File: config.mk
export PLATFORM = sky130hd
export DESIGN_NAME = memory_stage
export DESIGN_NICKNAME = d
export VERILOG_FILES = /design/src/rtl/memory_stage.sv
export SDC_FILE = /design/constraint.sdc
export NUM_CORES = 1
export LEC_CHECK = 0
export CORE_MARGIN = 2
export CORE_UTILIZATION = 40
export CTS_CLUSTER_SIZE = 14
export DETAILED_ROUTE_END_ITERATION = 6
export GPL_ROUTABILITY_DRIVEN = 0
export PLACE_DENSITY_LB_ADDON = 0.08
export SETUP_SLACK_MARGIN = 0.5
export SYNTH_ARGS = -nofsm -noshare
export SYNTH_HDL_FRONTEND = slang
export SYNTH_SLANG_ARGS = --single-unit
File: constraint.sdc
create_clock -name clk -period 1.92 [get_ports clk]
set_input_delay 0.384 -clock clk [delete_from_list [all_inputs] [get_ports clk]]
set_output_delay 0.384 -clock clk [all_outputs]
set_load 0.005 [all_outputs]
File: src/rtl/memory_stage.sv
`default_nettype none
// ============================================================================
// memory_stage : RV32I load/store stage between execute and writeback.
//   Single-outstanding req/gnt/rvalid data bus; valid/ready result register.
// Revision : 1.0  initial release
// ============================================================================
module memory_stage #(
  parameter int XLEN = 32,
  parameter int ILEN = 32
) (
  input  logic            clk,
  input  logic            rst,
  input  logic            in_valid,
  output logic            in_ready,
  input  logic [6:0]      opcode,
  input  logic [2:0]      func3,
  input  logic [XLEN-1:0] valE,
  input  logic [XLEN-1:0] valB,
  input  logic            cond,
  output logic            mem_req,
  output logic            mem_we,
  output logic [XLEN-1:0] mem_addr,
  output logic [XLEN-1:0] mem_wdata,
  output logic [3:0]      mem_wstrb,
  input  logic            mem_gnt,
  input  logic            mem_rvalid,
  input  logic [XLEN-1:0] mem_rdata,
  output logic            out_valid,
  input  logic            out_ready,
  output logic [6:0]      out_opcode,
  output logic [XLEN-1:0] out_valE,
  output logic [XLEN-1:0] out_valM,
  output logic            out_cond,
  output logic            out_misaligned
);

  localparam logic [6:0] OP_LOAD  = 7'b0000011;
  localparam logic [6:0] OP_STORE = 7'b0100011;

  if (XLEN != 32 || ILEN != 32) begin : g_width_check
    $error("memory_stage supports only XLEN = ILEN = 32");
  end

  typedef enum logic [1:0] {
    S_IDLE = 2'd0,
    S_REQ  = 2'd1,
    S_RESP = 2'd2
  } state_e;

  state_e state_q, state_d;

  logic [6:0]      op_q;
  logic [2:0]      f3_q;
  logic [XLEN-1:0] vale_q;
  logic            cond_q;
  logic            we_q;
  logic [XLEN-1:0] addr_q;
  logic [XLEN-1:0] wdata_q;
  logic [3:0]      wstrb_q;

  logic            out_valid_q, out_valid_d;
  logic [6:0]      out_op_q, out_op_d;
  logic [XLEN-1:0] out_vale_q, out_vale_d;
  logic [XLEN-1:0] out_valm_q, out_valm_d;
  logic            out_cond_q, out_cond_d;
  logic            out_mis_q, out_mis_d;

  logic            w_is_load, w_is_store, w_half, w_word, w_mis;
  logic            w_accept, w_bus_start, w_bypass, w_done;
  logic [XLEN-1:0] w_st_wdata;
  logic [3:0]      w_st_wstrb;
  logic [7:0]      w_byte;
  logic [15:0]     w_half_d;
  logic [XLEN-1:0] w_ld_val;

  assign w_is_load  = (opcode == OP_LOAD);
  assign w_is_store = (opcode == OP_STORE);
  assign w_half     = (w_is_load && (func3 == 3'b001 || func3 == 3'b101)) ||
                      (w_is_store && func3 == 3'b001);
  assign w_word     = (w_is_load || w_is_store) && (func3 == 3'b010);
  assign w_mis      = (w_half && valE[0]) || (w_word && (valE[1:0] != 2'b00));

  assign in_ready    = (state_q == S_IDLE) && (!out_valid_q || out_ready);
  assign w_accept    = in_valid && in_ready;
  assign w_bus_start = w_accept && (w_is_load || w_is_store) && !w_mis;
  assign w_bypass    = w_accept && !w_bus_start;
  assign w_done      = (state_q == S_RESP) && mem_rvalid;

  // Store data is replicated across lanes; strobes pick the addressed bytes.
  always_comb begin
    w_st_wdata = valB;
    w_st_wstrb = 4'b0000;
    case (func3)
      3'b000: begin
        w_st_wdata = {4{valB[7:0]}};
        w_st_wstrb = 4'b0001 << valE[1:0];
      end
      3'b001: begin
        w_st_wdata = {2{valB[15:0]}};
        w_st_wstrb = valE[1] ? 4'b1100 : 4'b0011;
      end
      3'b010: begin
        w_st_wdata = valB;
        w_st_wstrb = 4'b1111;
      end
      default: ;
    endcase
    if (!w_is_store) begin
      w_st_wstrb = 4'b0000;
    end
  end

  assign w_byte   = mem_rdata[{vale_q[1:0], 3'b000} +: 8];
  assign w_half_d = mem_rdata[{vale_q[1], 4'b0000} +: 16];

  always_comb begin
    w_ld_val = '0;
    case (f3_q)
      3'b000:  w_ld_val = {{(XLEN-8){w_byte[7]}}, w_byte};
      3'b100:  w_ld_val = {{(XLEN-8){1'b0}}, w_byte};
      3'b001:  w_ld_val = {{(XLEN-16){w_half_d[15]}}, w_half_d};
      3'b101:  w_ld_val = {{(XLEN-16){1'b0}}, w_half_d};
      3'b010:  w_ld_val = mem_rdata;
      default: w_ld_val = '0;
    endcase
    if (op_q != OP_LOAD) begin
      w_ld_val = '0;
    end
  end

  always_comb begin
    state_d = state_q;
    case (state_q)
      S_IDLE:  if (w_bus_start) state_d = S_REQ;
      S_REQ:   if (mem_gnt)     state_d = S_RESP;
      S_RESP:  if (mem_rvalid)  state_d = S_IDLE;
      default: state_d = S_IDLE;
    endcase
  end

  // A bypass result and a bus completion can never coincide: accept needs IDLE.
  always_comb begin
    out_valid_d = out_valid_q;
    out_op_d    = out_op_q;
    out_vale_d  = out_vale_q;
    out_valm_d  = out_valm_q;
    out_cond_d  = out_cond_q;
    out_mis_d   = out_mis_q;
    if (out_valid_q && out_ready) begin
      out_valid_d = 1'b0;
    end
    if (w_bypass) begin
      out_valid_d = 1'b1;
      out_op_d    = opcode;
      out_vale_d  = valE;
      out_valm_d  = '0;
      out_cond_d  = cond;
      out_mis_d   = w_mis;
    end else if (w_done) begin
      out_valid_d = 1'b1;
      out_op_d    = op_q;
      out_vale_d  = vale_q;
      out_valm_d  = w_ld_val;
      out_cond_d  = cond_q;
      out_mis_d   = 1'b0;
    end
  end

  always_ff @(posedge clk) begin
    if (rst) begin
      state_q     <= S_IDLE;
      op_q        <= '0;
      f3_q        <= '0;
      vale_q      <= '0;
      cond_q      <= 1'b0;
      we_q        <= 1'b0;
      addr_q      <= '0;
      wdata_q     <= '0;
      wstrb_q     <= '0;
      out_valid_q <= 1'b0;
      out_op_q    <= '0;
      out_vale_q  <= '0;
      out_valm_q  <= '0;
      out_cond_q  <= 1'b0;
      out_mis_q   <= 1'b0;
    end else begin
      state_q     <= state_d;
      out_valid_q <= out_valid_d;
      out_op_q    <= out_op_d;
      out_vale_q  <= out_vale_d;
      out_valm_q  <= out_valm_d;
      out_cond_q  <= out_cond_d;
      out_mis_q   <= out_mis_d;
      if (w_bus_start) begin
        op_q    <= opcode;
        f3_q    <= func3;
        vale_q  <= valE;
        cond_q  <= cond;
        we_q    <= w_is_store;
        addr_q  <= {valE[XLEN-1:2], 2'b00};
        wdata_q <= w_st_wdata;
        wstrb_q <= w_st_wstrb;
      end
    end
  end

  assign mem_req        = (state_q == S_REQ);
  assign mem_we         = we_q;
  assign mem_addr       = addr_q;
  assign mem_wdata      = wdata_q;
  assign mem_wstrb      = wstrb_q;
  assign out_valid      = out_valid_q;
  assign out_opcode     = out_op_q;
  assign out_valE       = out_vale_q;
  assign out_valM       = out_valm_q;
  assign out_cond       = out_cond_q;
  assign out_misaligned = out_mis_q;

endmodule
`default_nettype wire

==> Implementation_results.wiki <==
{| class="wikitable"
! Metric !! Value
|-
| Most frequently used flop master after synthesis || sky130_fd_sc_hd__dfxtp_1
|-
| TritonCTS clock tree || done
|-
| Register area || 0.003184 mm2
|-
| Chip height || 135.8 um
|-
| Post-synth EDFFs || 0
|-
| Worst hold slack across all endpoints || between 0.2 and 0.25 ns
|-
| Share of the core filled with cells in the final layout || 75.15%
|-
| Max-Slew Margin vs Limit || 36.93%
|-
| Yosys top cell by area || sky130_fd_sc_hd__dfxtp_1
|-
| Post-synthesis instance total || approximately 810
|-
| 1st-pass router iterations || 6
|-
| Relative contribution of combinational cells to total power || 13.6%
|-
| Nets@finish || ~1,200
|-
| Overflow after GRT || 0
|-
| Clock Path Buffers || 2
|-
| Cell area after synthesis || 0.006952 mm2
|-
| Clock latency at the later pin of the worst-skew pair || 0.43 ns
|-
| IO Port Bufs || 255
|-
| Synth top area cells || sky130_fd_sc_hd__dfxtp_1, sky130_fd_sc_hd__nand2_1, sky130_fd_sc_hd__a21oi_1, sky130_fd_sc_hd__a221o_1, sky130_fd_sc_hd__mux2i_1
|-
| Switching Power || 0.002034 W
|-
| Final setup violation count || 0
|-
| H-tree depth || 4
|-
| Type of destination of the critical path || flop
|-
| Antenna-violating nets left || 0
|-
| Lkg Pwr || about 7.1 nW
|-
| TritonCTS Buffers || 17
|-
| GR Util All Layers || 26.90%
|-
| Routed vias || 7,504
|-
| Cts-stage hold buffer count || 0
|-
| Slew at the pin with the worst max-slew slack || around 0.95 ns
|-
| Hold Crit Class || in -> reg
|-
| Largest clock skew in the final design || around 0.012 ns
|-
| Cell depth of the worst hold path || 2
|-
| Sequential group share of total power || a little over two fifths
|-
| Data required time of the critical path || 2.27 ns
|-
| Total area of multi-input combinational cells || roughly 0.0041 mm2
|-
| Filler cell count in the final layout || 1,185
|-
| Relative contribution of the clock network to total power || roughly 45%
|-
| Most numerous cell types in the synthesized netlist || sky130_fd_sc_hd__dfxtp_1, sky130_fd_sc_hd__nand2_1, sky130_fd_sc_hd__a21oi_1
|-
| Worst vdd rail ir drop || about 0.00064 V
|-
| Maximum number of pins on one net before global-route repair || 41
|-
| Global-route wire length before repair || 38.69 mm
|-
| Max Transition Viols Final || 0
|-
| Per-cell via count in the routed design || roughly 5.5
|-
| Post-detailed-route DRC marker count || 0
|-
| Fraction of final layout cells sized beyond drive strength 1 || 34.31%
|-
| Area of the placeable core || 0.01712 mm2
|-
| FF+latch count, synth || 156
|-
| Total half-perimeter wirelength after legalization and detailed placement || between 15 and 20 mm
|-
| Mapped Avg Cell Area || 8.625 um2
|-
| Number of distinct standard cells referenced by the synthesized netlist || 48
|-
| Part of the Yosys area used for sequential elements || between 40% and 50%
|-
| Routed wire per std cell || 20.64 um
|-
| Number of rows created at floorplan || between 40 and 50
|-
| I/O pin cnt || 258
|-
| Arrival @ worst endpoint || 2.15 ns
|-
| Net switching fraction of the power || 25.39%
|-
| Clock Pin Slew Worst Setup and Hold Paths || approximately 0.070 ns
|-
| Highest Clock Rate || 0.5540 GHz
|-
| Width of the die || between 100 and 150 um
|-
| Number of antenna violations at the first check in global routing || 2
|-
| Number of sinks driven by the clock tree || approximately 160
|-
| Cell with the most instances on the worst path || sky130_fd_sc_hd__buf_12
|-
| Area delta synth->final || 85.02%
|-
| Tcrit/Tclk final || 94.01%
|-
| Largest fanout on the critical path || 7
|-
| Run status || completed
|-
| Most used standard cell by instance count after synthesis || sky130_fd_sc_hd__dfxtp_1
|-
| Starting DRC count in detailed routing || 523
|-
| Final WL || 27.97 mm
|-
| RSZ-0062 raised after global routing || yes
|-
| Shortest clock period the worst path allows after layout || ~1.8 ns
|-
| Maximum Capacitance Violations || 0
|-
| Total number of yosys warnings || 0
|-
| Setup TNS || 0 ns
|-
| Via count of the first global-routing pass || 6,967
|-
| Slowest stage delay, CP || 0.34 ns
|-
| P per Cell Area || 622.9 mW/mm2
|-
| Total die area || 0.01845 mm2
|-
| Starting utilization of the core area || 40.61%
|-
| Sum of internal, switching and leakage power || 0.008012 W
|-
| Count of cells along the worst register-to-register path || 9
|-
| Fraction of post-synthesis cell area in the top cell type by area || 44.92%
|-
| Ordered list of cells on the worst path || nor2_4, nand3_4, a2111oi_4, buf_4, buf_12, buf_12, buf_16, nand2_1, a21oi_1
|-
| CP startpoint kind || flop
|-
| Final Hold Viols || 0
|-
| Slowest cell on the critical path || sky130_fd_sc_hd__dfxtp_2
|-
| CTS Root Buffer Type || sky130_fd_sc_hd__clkbuf_16
|-
| Internal Power || 0.005977 W
|-
| Crit path kind || reg -> reg
|-
| Proportion of synthesized flip-flops having asynchronous set or reset || 0%
|}
## cells in the final DEF, fill, tap and decap left out, types with 24 or more instances in the layout
cell	n
sky130_fd_sc_hd__nand2_1	110
sky130_fd_sc_hd__buf_6	25
sky130_fd_sc_hd__a21oi_1	35
sky130_fd_sc_hd__a221o_1	37
sky130_fd_sc_hd__mux2i_1	29
sky130_fd_sc_hd__dlymetal6s2s_1	131
sky130_fd_sc_hd__buf_12	24
sky130_fd_sc_hd__dfxtp_2	46
sky130_fd_sc_hd__clkdlybuf4s50_1	96
sky130_fd_sc_hd__nor2_1	32
sky130_fd_sc_hd__a21oi_2	40
sky130_fd_sc_hd__clkbuf_16	25
sky130_fd_sc_hd__buf_4	65
sky130_fd_sc_hd__dfxtp_1	109
sky130_fd_sc_hd__and3_1	26
## per-stage QoR
step	worst slack [ns]	std cells	cell area [um2]
6_report	0.1149	1355	12860
5_1_grt	0.04807	1354	12860
4_1_cts	0.2182	1325	11730
3_5_place_dp	-0.5400	1256	10250
3_3_place_gp	-0.5054	1256	10250
2_1_floorplan	0.1309	807	7335
## layer usage
metal,part of all wire (%),track usage [%],vias to the layer above
met1,43,36.47,3634
met2,47,42.06,328
li1,-,-,3488
met3,7.2,7.532,54
met5,0,0,-
met4,2.6,7.523,0
## cell type report
cell class                 instances  share of cell area, %
timing repair buffer             392                  36.14
multi-input combinational        546                  32.03
sequential                       156                  24.76
clock buffer                      17                  3.307
tap                              225                  2.189
clock inverter                    14                  1.449
inverter                           3                0.08755
antenna                            2                0.03891
## sequential cells by signal, summed over array words and instances (netlist names), 2 cells and up
register,flops
vale_q,32
state_q,2
out_valM,32
op_q,7
out_opcode,7
out_valE,32
mem_wdata,32
mem_wstrb,4
f3_q,3
## power groups by stage
stage | Combinational [W] | Clock [W] | Sequential (W)
after floorplan | 0.000354 | 0 | 0.00342
after global placement | 0.000914 | 0 | 0.00342
after detailed placement | 0.000916 | 0 | 0.00342
after CTS | 0.00101 | 0.00357 | 0.00334
after global routing | 0.00115 | 0.00374 | 0.00335
final | 0.00109 | 0.00357 | 0.00335
## timing repair
action	CTS	global route
buffers inserted	23	20
cloned	15	8
setup endpoints to repair	298	298
gates resized for setup	154	297
pin swaps	38	61
endpoints found under the hold margin	0	0
## final timing paths
check	from	endpoint	slack, ns
max	state_q[0]	vale_q[18]	0.11
min	opcode[0]	out_opcode[0]	0.21
max reg2reg	state_q[0]	vale_q[18]	0.11
min reg2reg	mem_wdata[26]	mem_wdata[26]	0.45
## cells by family (layout without fill, tap and decap cells)
group                  count (synthesis)  after routing  share of synthesized area, %
other                                  1              4                       0.05394
buffers and inverters                106            426                         7.829
AND/OR/NAND/NOR                      284            284                         18.95
AO/OA/AOI/OAI                        218            219                         21.92
XOR/XNOR                               1              1                        0.2340
multiplexers                          40             40                         6.084
flip-flops                           156            156                         44.92
## worst max-delay path: cells and delay by family (launching register included)
family          cells  cell delay, ns
buf+inv             4            0.58
simple gates        3            0.33
compound gates      2            0.47
flops               1            0.34
(Power assumes the default switching activity.)
